--- config.mk ---
export PLATFORM = sky130hd
export DESIGN_NAME = mem_write_arbiter
export DESIGN_NICKNAME = d
export VERILOG_FILES = /design/src/rtl/mem_wr_pkg.sv /design/src/rtl/mem_wr_pick.sv /design/src/rtl/mem_write_arbiter.sv
export SDC_FILE = /design/constraint.sdc
export NUM_CORES = 1
export LEC_CHECK = 0
export ABC_AREA = 1
export BUFFER_PORTS_ARGS = -buffer_cell sky130_fd_sc_hd__buf_2
export CORE_ASPECT_RATIO = 0.7
export CORE_MARGIN = 2
export CORE_UTILIZATION = 38
export DETAILED_ROUTE_END_ITERATION = 10
export GPL_TIMING_DRIVEN = 0
export PLACE_DENSITY_LB_ADDON = 0.2
export RECOVER_POWER = 25
export SYNTH_ARGS = -nofsm -noshare
export SYNTH_HDL_FRONTEND = slang
export SYNTH_HIERARCHICAL = 1
export SYNTH_SLANG_ARGS = --single-unit
export TNS_END_PERCENT = 5
--- constraint.sdc ---
create_clock -name clk -period 1.39 [get_ports clk]
set_input_delay 0.139 -clock clk [delete_from_list [all_inputs] [get_ports clk]]
set_output_delay 0.139 -clock clk [all_outputs]
set_load 0.005 [all_outputs]
--- src/rtl/mem_wr_pkg.sv ---
// mem_wr_pkg: shared types and constants for the memory write-stage arbiter.
//   state_t         : arbiter FSM states
//   OWN_*           : owner codes driven on the owner output
//   LAST_*          : encoding of the one-bit last_owner history
//   DATA_MSB_DEF    : default data MSB (data width is MSB+1)
//   BURST_W_DEF     : default DMA burst-length field width
package mem_wr_pkg;
    typedef enum logic [1:0] {
        S_IDLE      = 2'd0,
        S_CPU_WR    = 2'd1,
        S_DMA_BURST = 2'd2,
        S_RELEASE   = 2'd3
    } state_t;
    localparam logic [1:0] OWN_NONE = 2'b00;
    localparam logic [1:0] OWN_CPU  = 2'b01;
    localparam logic [1:0] OWN_DMA  = 2'b10;
    localparam logic LAST_CPU = 1'b0;
    localparam logic LAST_DMA = 1'b1;
    localparam int DATA_MSB_DEF = 63;
    localparam int BURST_W_DEF  = 4;
endpackage

--- src/rtl/mem_wr_pick.sv ---
// mem_wr_pick: combinational requester pick, one-hot grant {dma, cpu}.
//   i_cpu_req    : CPU request level
//   i_dma_req    : DMA request level
//   i_last_owner : requester that owned the stage most recently
//   o_gnt        : one-hot grant, bit 0 CPU, bit 1 DMA
// Build option MEM_WR_ROUND_ROBIN_EN: ties go to the requester that is not
// last_owner; otherwise the CPU always wins ties.
module mem_wr_pick
    import mem_wr_pkg::*;
(
    input  logic       i_cpu_req,
    input  logic       i_dma_req,
    input  logic       i_last_owner,
    output logic [1:0] o_gnt
);
    logic w_cpu_win;
    always_comb begin
`ifdef MEM_WR_ROUND_ROBIN_EN
        w_cpu_win = i_cpu_req & (~i_dma_req | (i_last_owner == LAST_DMA));
`else
        w_cpu_win = i_cpu_req | (i_last_owner & 1'b0);
`endif
    end
    assign o_gnt = {i_dma_req & ~w_cpu_win, w_cpu_win};
endmodule

--- src/rtl/mem_write_arbiter.sv ---
// mem_write_arbiter: shares the memory write-register stage between a
// single-beat CPU store path and a burst DMA engine.
//   clk, reset_n            : clock, asynchronous active-low reset
//   cpu_req/cpu_data        : CPU request level and data (sampled at grant)
//   cpu_gnt/cpu_ack         : CPU owns the stage / one-cycle write pulse
//   dma_req/dma_len         : DMA burst request level, beats minus 1
//   dma_valid/dma_data      : DMA beat handshake and data
//   dma_gnt/dma_ack         : DMA owns the stage / beat accepted this cycle
//   wr_en/wr_data           : write-register drive, data zero when idle
//   busy/owner              : not IDLE / owner code (none, CPU, DMA)
// Build option MEM_WR_ROUND_ROBIN_EN selects round-robin tie-break in
// mem_wr_pick; default is fixed CPU priority.
module mem_write_arbiter
    import mem_wr_pkg::*;
#(
    parameter int N       = DATA_MSB_DEF,
    parameter int BURST_W = BURST_W_DEF
) (
    input  logic               clk,
    input  logic               reset_n,
    input  logic               cpu_req,
    input  logic [N:0]         cpu_data,
    output logic               cpu_gnt,
    output logic               cpu_ack,
    input  logic               dma_req,
    input  logic [BURST_W-1:0] dma_len,
    input  logic               dma_valid,
    input  logic [N:0]         dma_data,
    output logic               dma_gnt,
    output logic               dma_ack,
    output logic               wr_en,
    output logic [N:0]         wr_data,
    output logic               busy,
    output logic [1:0]         owner
);
    state_t             r_state, w_state_nx;
    logic [BURST_W-1:0] r_beat_cnt, w_beat_cnt_nx;
    logic               r_last_owner, w_last_owner_nx;
    logic               r_cur_owner, w_cur_owner_nx;
    logic               r_wr_en, w_wr_en_nx;
    logic [N:0]         r_wr_data, w_wr_data_nx;
    logic               r_cpu_ack, w_cpu_ack_nx;
    logic [1:0]         w_pick;

    mem_wr_pick u_pick (
        .i_cpu_req    (cpu_req),
        .i_dma_req    (dma_req),
        .i_last_owner (r_last_owner),
        .o_gnt        (w_pick)
    );

    always_ff @(posedge clk or negedge reset_n) begin
        if (!reset_n) begin
            r_state      <= S_IDLE;
            r_beat_cnt   <= '0;
            r_last_owner <= LAST_DMA;
            r_cur_owner  <= LAST_DMA;
            r_wr_en      <= 1'b0;
            r_wr_data    <= '0;
            r_cpu_ack    <= 1'b0;
        end else begin
            r_state      <= w_state_nx;
            r_beat_cnt   <= w_beat_cnt_nx;
            r_last_owner <= w_last_owner_nx;
            r_cur_owner  <= w_cur_owner_nx;
            r_wr_en      <= w_wr_en_nx;
            r_wr_data    <= w_wr_data_nx;
            r_cpu_ack    <= w_cpu_ack_nx;
        end
    end

    // Write outputs default to zero every cycle, so wr_data is cleared
    // whenever no beat is being registered.
    always_comb begin
        w_state_nx      = r_state;
        w_beat_cnt_nx   = r_beat_cnt;
        w_last_owner_nx = r_last_owner;
        w_cur_owner_nx  = r_cur_owner;
        w_wr_en_nx      = 1'b0;
        w_wr_data_nx    = '0;
        w_cpu_ack_nx    = 1'b0;
        case (r_state)
            S_IDLE: begin
                if (w_pick[0]) begin
                    w_state_nx     = S_CPU_WR;
                    w_wr_en_nx     = 1'b1;
                    w_wr_data_nx   = cpu_data;
                    w_cpu_ack_nx   = 1'b1;
                    w_cur_owner_nx = LAST_CPU;
                end else if (w_pick[1]) begin
                    w_state_nx     = S_DMA_BURST;
                    w_beat_cnt_nx  = dma_len;
                    w_cur_owner_nx = LAST_DMA;
                end
            end
            S_CPU_WR: w_state_nx = S_RELEASE;
            S_DMA_BURST: begin
                if (!dma_req) begin
                    w_state_nx = S_RELEASE;
                end else if (dma_valid) begin
                    w_wr_en_nx   = 1'b1;
                    w_wr_data_nx = dma_data;
                    // Leave on the last beat instead of decrementing past zero.
                    if (r_beat_cnt == '0)
                        w_state_nx = S_RELEASE;
                    else
                        w_beat_cnt_nx = r_beat_cnt - 1'b1;
                end
            end
            S_RELEASE: begin
                w_state_nx      = S_IDLE;
                w_last_owner_nx = r_cur_owner;
            end
            default: w_state_nx = S_IDLE;
        endcase
    end

    assign cpu_gnt = (r_state == S_CPU_WR);
    assign dma_gnt = (r_state == S_DMA_BURST);
    assign dma_ack = dma_gnt & dma_valid & dma_req;
    assign cpu_ack = r_cpu_ack;
    assign wr_en   = r_wr_en;
    assign wr_data = r_wr_data;
    assign busy    = (r_state != S_IDLE);
    assign owner   = cpu_gnt ? OWN_CPU : (dma_gnt ? OWN_DMA : OWN_NONE);
endmodule

# ---- After elaboration in Yosys (flattened, before gate mapping)
# Cells that the tools add are included.
dict set report op_classes {
  add_sub_neg 1
  eq_ne 11
  muxes 23
  n_bitwise 4
  reduce_logical 6
}
# op count
set op_table {}
lappend op_table {{two-way mux 64 bit} 3}
lappend op_table {{one-hot mux 64 bit (2 select lines)} 1}
lappend op_table {{two-way mux 4 bit} 5}
lappend op_table {{two-way mux 2 bit} 7}
lappend op_table {{inequality test 2 bit (second input constant)} 4}
lappend op_table {{one-hot mux 2 bit (4 select lines)} 1}
lappend op_table {{one-hot mux 4 bit (2 select lines)} 1}
lappend op_table {{inequality test 3 x 2 -> 1 bit (second input constant)} 2}
lappend op_table {{AND reduction 6 bit} 1}
lappend op_table {{== test 2 bit (second input constant)} 2}
lappend op_table {{zero test 4 bit} 1}
lappend op_table {{two-way mux 1 bit} 4}
lappend op_table {{nonzero test 2 bit} 2}
lappend op_table {{subtractor 4 x 1 -> 4 bit (second input constant)} 1}
lappend op_table {{AND 1 bit} 3}
lappend op_table {{inequality test 3 bit (second input constant)} 1}
lappend op_table {{AND reduction 3 bit} 1}
lappend op_table {{== test 2 x 1 -> 1 bit (second input constant)} 1}
lappend op_table {{zero test 2 bit} 1}
lappend op_table {{inequality test 2 x 1 -> 1 bit (second input constant)} 1}
lappend op_table {{one-hot mux 1 bit (2 select lines)} 1}
lappend op_table {{inverter 1 bit} 1}
dict set report word_totals {
  reg_bits 72
  input_bits 137
  output_inout_bits 72
  elab_cells 50
}

# ---- Longest topological paths before layout
dict set report depth {
  word_depth 5
  ltp_mapped 9
  mapped_depth_nobuf 9
}

# ---- Hierarchy
# Netlist, hierarchy kept.
# mod n_inst cells_per_inst area_each_um2 seq_area_each_um2
set by_module_without_submodules {}
lappend by_module_without_submodules {mem_write_arbiter 1 363 3188.1 1854.3}
lappend by_module_without_submodules {mem_wr_pick 1 3 17.5 0.0}

# ---- Worst setup path before layout
# OpenSTA, ideal clock, no wires.
dict set report synth_path {
  kind {register to register}
  startpoint {reg r_state[0]}
  endpoint {reg r_wr_data[10] (netlist: wr_data[10])}
  setup_ps 78
  arrival_ps 1444
  required_time_ps 1312
  path_slack_ps -132
  stages_incl_launch_ff 9
  path_buffers 2
  period_less_slack_ps 1522
  path_cell_list {dfrtp_1 > inv_1 > ha_1 > inv_2 > nor2_4 > buf_6 > buf_6 > nand2_1 > a21oi_1}
}
dict set report synth_via {
  elab_chain_cells 2
  word_cells_on_any_way 3
  cone_classes {1 x eq/ne; 1 x mux; 1 x reduce/logical}
}
# element line
set synth_rtl {}
lappend synth_rtl {{start: declaration} mem_write_arbiter.sv:36} ;# state_t r_state, w_state_nx;
lappend synth_rtl {{start signal: assignment} mem_write_arbiter.sv:62} ;# r_state <= w_state_nx;
lappend synth_rtl {{== test 2 bit} n/a}
lappend synth_rtl {{net dma_gnt} mem_write_arbiter.sv:29} ;# output logic dma_gnt,
lappend synth_rtl {{one-hot mux 64 bit (2 select lines)} mem_write_arbiter.sv:82} ;# case (r_state)
lappend synth_rtl {{net w_wr_data_nx[10]} mem_write_arbiter.sv:41} ;# logic [N:0] r_wr_data, w_wr_data_nx;
lappend synth_rtl {{end signal: assignment} mem_write_arbiter.sv:67} ;# r_wr_data <= w_wr_data_nx;
lappend synth_rtl {{end: declaration} mem_write_arbiter.sv:41}
# The timed path passes the listed nets, and every way through them passes these cells.
# A chain may end at the register's enable or synchronous reset.

# ---- Worst setup path after layout
dict set report layout_path {
  startpoint {reg r_state[0]}
  endpoint {out dma_ack}
}
dict set report layout_via {
  elab_chain_cells 3
}
# element line
set layout_rtl {}
lappend layout_rtl {{== test 2 bit} mem_write_arbiter.sv:119} ;# assign dma_gnt = (r_state == S_DMA_BURST);
lappend layout_rtl {{AND 1 bit (2 in a row)} mem_write_arbiter.sv:120} ;# assign dma_ack = dma_gnt & dma_valid & dma_req;
lappend layout_rtl {{end: declaration} mem_write_arbiter.sv:30} ;# output logic dma_ack,
# Every way passes these cells.

==> reports/summary.txt <==
Dominant cell type by count on the critical path -> buf_6
Die outline height -> 79.7 um
Highest metal layer with signal wires -> met4
Class of the tightest hold or removal check -> input port to flop
Standard cell area after detailed placement -> 4290 um2
Final Worst Setup Slack -> -0.111 ns
Capture instance of the worst register-to-register path -> r_beat_cnt[1]
Antenna violations before repair -> 0
Total of warnings raised by yosys -> 6
Row count -> 27
CP peak stage delay -> 0.39 ns
Launch point of the worst reg-to-reg path -> r_state[0]
Final number of max-transition violations -> 0
Total DRC errors in the routed layout -> 0
Total gr overflow -> 0
Clock sinks -> 72
Data arrival time at the worst-slack endpoint -> 1.36 ns
Failing checks -> negative setup slack
Antenna-violating nets left -> 0
Setup TNS after final layout -> -1.73 ns
Sum of routed wire length over all layers -> 9210 um
CP max FO -> 4
Core ar. -> 7910 um2
I/O pin count -> 209
Die area -> 8940 um2
First-pass GRT wire length -> 14,300 um
Detailed route wirelength on metal3 -> 771 um
Final worst path period share -> 1.08
Min Clock Period, post-route -> 1.50 ns
Number of maximum-capacitance constraint violations -> 0
Final Hold Viols -> 0
Power per standard cell area -> 1870 nW/um2
Effective utilization at floorplan -> 0.394
Slack of the worst reg-to-reg path -> -0.08 ns
Max rail drop VDD -> 0.00109 V
H-tree depth -> 3
Number of buffers created by CTS -> 9
Filler instances -> 698
Area added between synthesis and finish -> 59.3%
Kind of start point of the critical path -> flop
Clock latency on the worst-skew pair -> 0.31 ns
Type of destination of the critical path -> primary output
Slew margin rel. -> 0.388
Maximum clock frequency -> 666 MHz
Placed wire-length estimate after detailed placement -> 6680 um
CTS clk-pin slew, worst paths -> 0.05 ns
Required time of the worst setup path -> 1.25 ns
Final Cell Area -> 4960 um2
Post-Synthesis Cell Area -> 3110 um2
Maximum number of buffers from clock root to sink -> 2
Clock tree root buffer cell -> clkbuf_16
Synthesized instance count -> 358
Largest net degree at the start of global routing -> 73
Number of antenna cells inserted -> 0
Fraction of layout cells with a size suffix above 1 -> 0.455
Critical path's slowest cell -> dfrtp_1
Total number of vias -> 3,156
Avg Synthesized Cell Area -> 8.70 um2
Count of routing violations after the opening detailed-route iteration -> 165
Overall Global Routing Usage -> 0.202
Depth of the worst hold-timing path -> 2
Total setup violations reported at the end of the flow -> 55
Average via count per standard cell -> 4.53
Setup CP Type -> flop to primary output
Leakage power figure -> 0.00261 uW
Cell count of the worst reg-to-reg path -> 10
Critical hold path startpoint -> dma_data[8]
Number of global-route vias before repair -> 3,095
Die Wd -> 112 um
Weighted congestion at the end of routability-driven global placement -> 0.803
Place WS -> -0.508 ns
Overall power after layout -> 9290 uW
Count of input and output buffers -> 208
Crit path cell chain -> inv_2, ha_4, inv_6, nor2_4, buf_6, buf_6
Detailed Routing Iterations Pass 1 -> 4
Clk_skew -> 0.00234 ns
RSZ-0062 raised after global routing -> true
Worst Hold Endpoint -> wr_data[8]
Worst hold margin -> 0.0492 ns
Net count of the finished layout -> 733
Outcome -> finished, violations left
M1 WL -> 3860 um
Met2 WL -> 4510 um
Post-DR wirelength/cell -> 13.2 um
CTS tree -> yes
Actual transition at the worst max-transition pin -> 0.918 ns
Syn_nets -> 501
[final cells by class]
type / count / area [um2] / area share
Multi-Input combinational cell: 250 / 1240 / 0.251
Tap cell: 101 / 126 / 0.0255
Clock buffer: 11 / 243 / 0.0489
Timing Repair Buffer: 221 / 1150 / 0.231
Buffer: 21 / 224 / 0.0452
Clock inverter: 5 / 104 / 0.0209
Inverter: 15 / 68.8 / 0.0139
Sequential cell: 72 / 1800 / 0.364
[where the power goes]
part | internal (uW) | switching [uW]
clock network | 1800 | 811
registers | 2590 | 188
logic | 1720 | 2180
total | 6110 | 3180
[cells in the final DEF, fill, tap and decap left out, types with 2 or more instances in the layout]
| cell | instances |
|---|---|
| a21oi_1 | 48 |
| a21oi_2 | 15 |
| buf_2 | 189 |
| buf_4 | 13 |
| buf_6 | 12 |
| buf_8 | 5 |
| bufinv_16 | 3 |
| clkbuf_1 | 19 |
| clkbuf_16 | 9 |
| clkbuf_4 | 2 |
| clkinv_4 | 2 |
| dfrtp_1 | 71 |
| ha_1 | 2 |
| ha_2 | 2 |
| ha_4 | 2 |
| inv_1 | 9 |
| inv_2 | 3 |
| nand2_1 | 157 |
| nand3_1 | 5 |
| nor2_1 | 3 |
| nor2_4 | 2 |
| o21ai_0 | 5 |
[metal layers]
metal,global-route usage,up-vias
met5,0,-
met4,0.0512,0
met3,0.0630,6
met2,0.334,123
met1,0.262,1435
li1,-,1592
[how the worst max path moves through the flow]
stage,startpoint,endpoint,slack (ns),cells after the start
after global routing,r_state[0],dma_ack,-0.18,6
after floorplan,r_state[0],wr_data[10],-0.04,8
final,r_state[0],dma_ack,-0.11,6
after CTS,r_state[0],dma_ack,-0.10,6
after global placement,r_state[0],wr_data[41],-0.44,5
after detailed placement,r_state[1],wr_data[27],-0.51,5
[state kept, by name, summed over array words and instances, names as in the netlist]
| register | flops |
|---|---|
| wr_data | 64 |
| r_beat_cnt | 4 |
| r_state | 2 |
| cpu_ack | 1 |
| wr_en | 1 |
[what timing repair did]
item | in CTS | in global routing
buffers inserted | 11 | 1
setup endpoints to repair | 72 | 73
pin swaps | 3 | 4
hold endpoints to repair | 70 | 0
gates resized for setup | 40 | 38
gates cloned | 0 | 0
hold buffers | 1 | 0
[critical path, delay by kind of cell, from the launching register on]
| family | cells | cell delay [ns] |
|---|---|---|
| flops | 1 | 0.39 |
| simple gates | 1 | 0.11 |
| fa+ha+maj | 1 | 0.18 |
| buf+inv | 4 | 0.37 |
[metrics by stage]
stage,cells,utilization
floorplan,358,-
global placement,667,0.542
detailed placement,667,0.542
CTS,695,0.615
global route,696,0.627
finish,696,0.627
No activity file was read; power rests on OpenSTA's default activity.
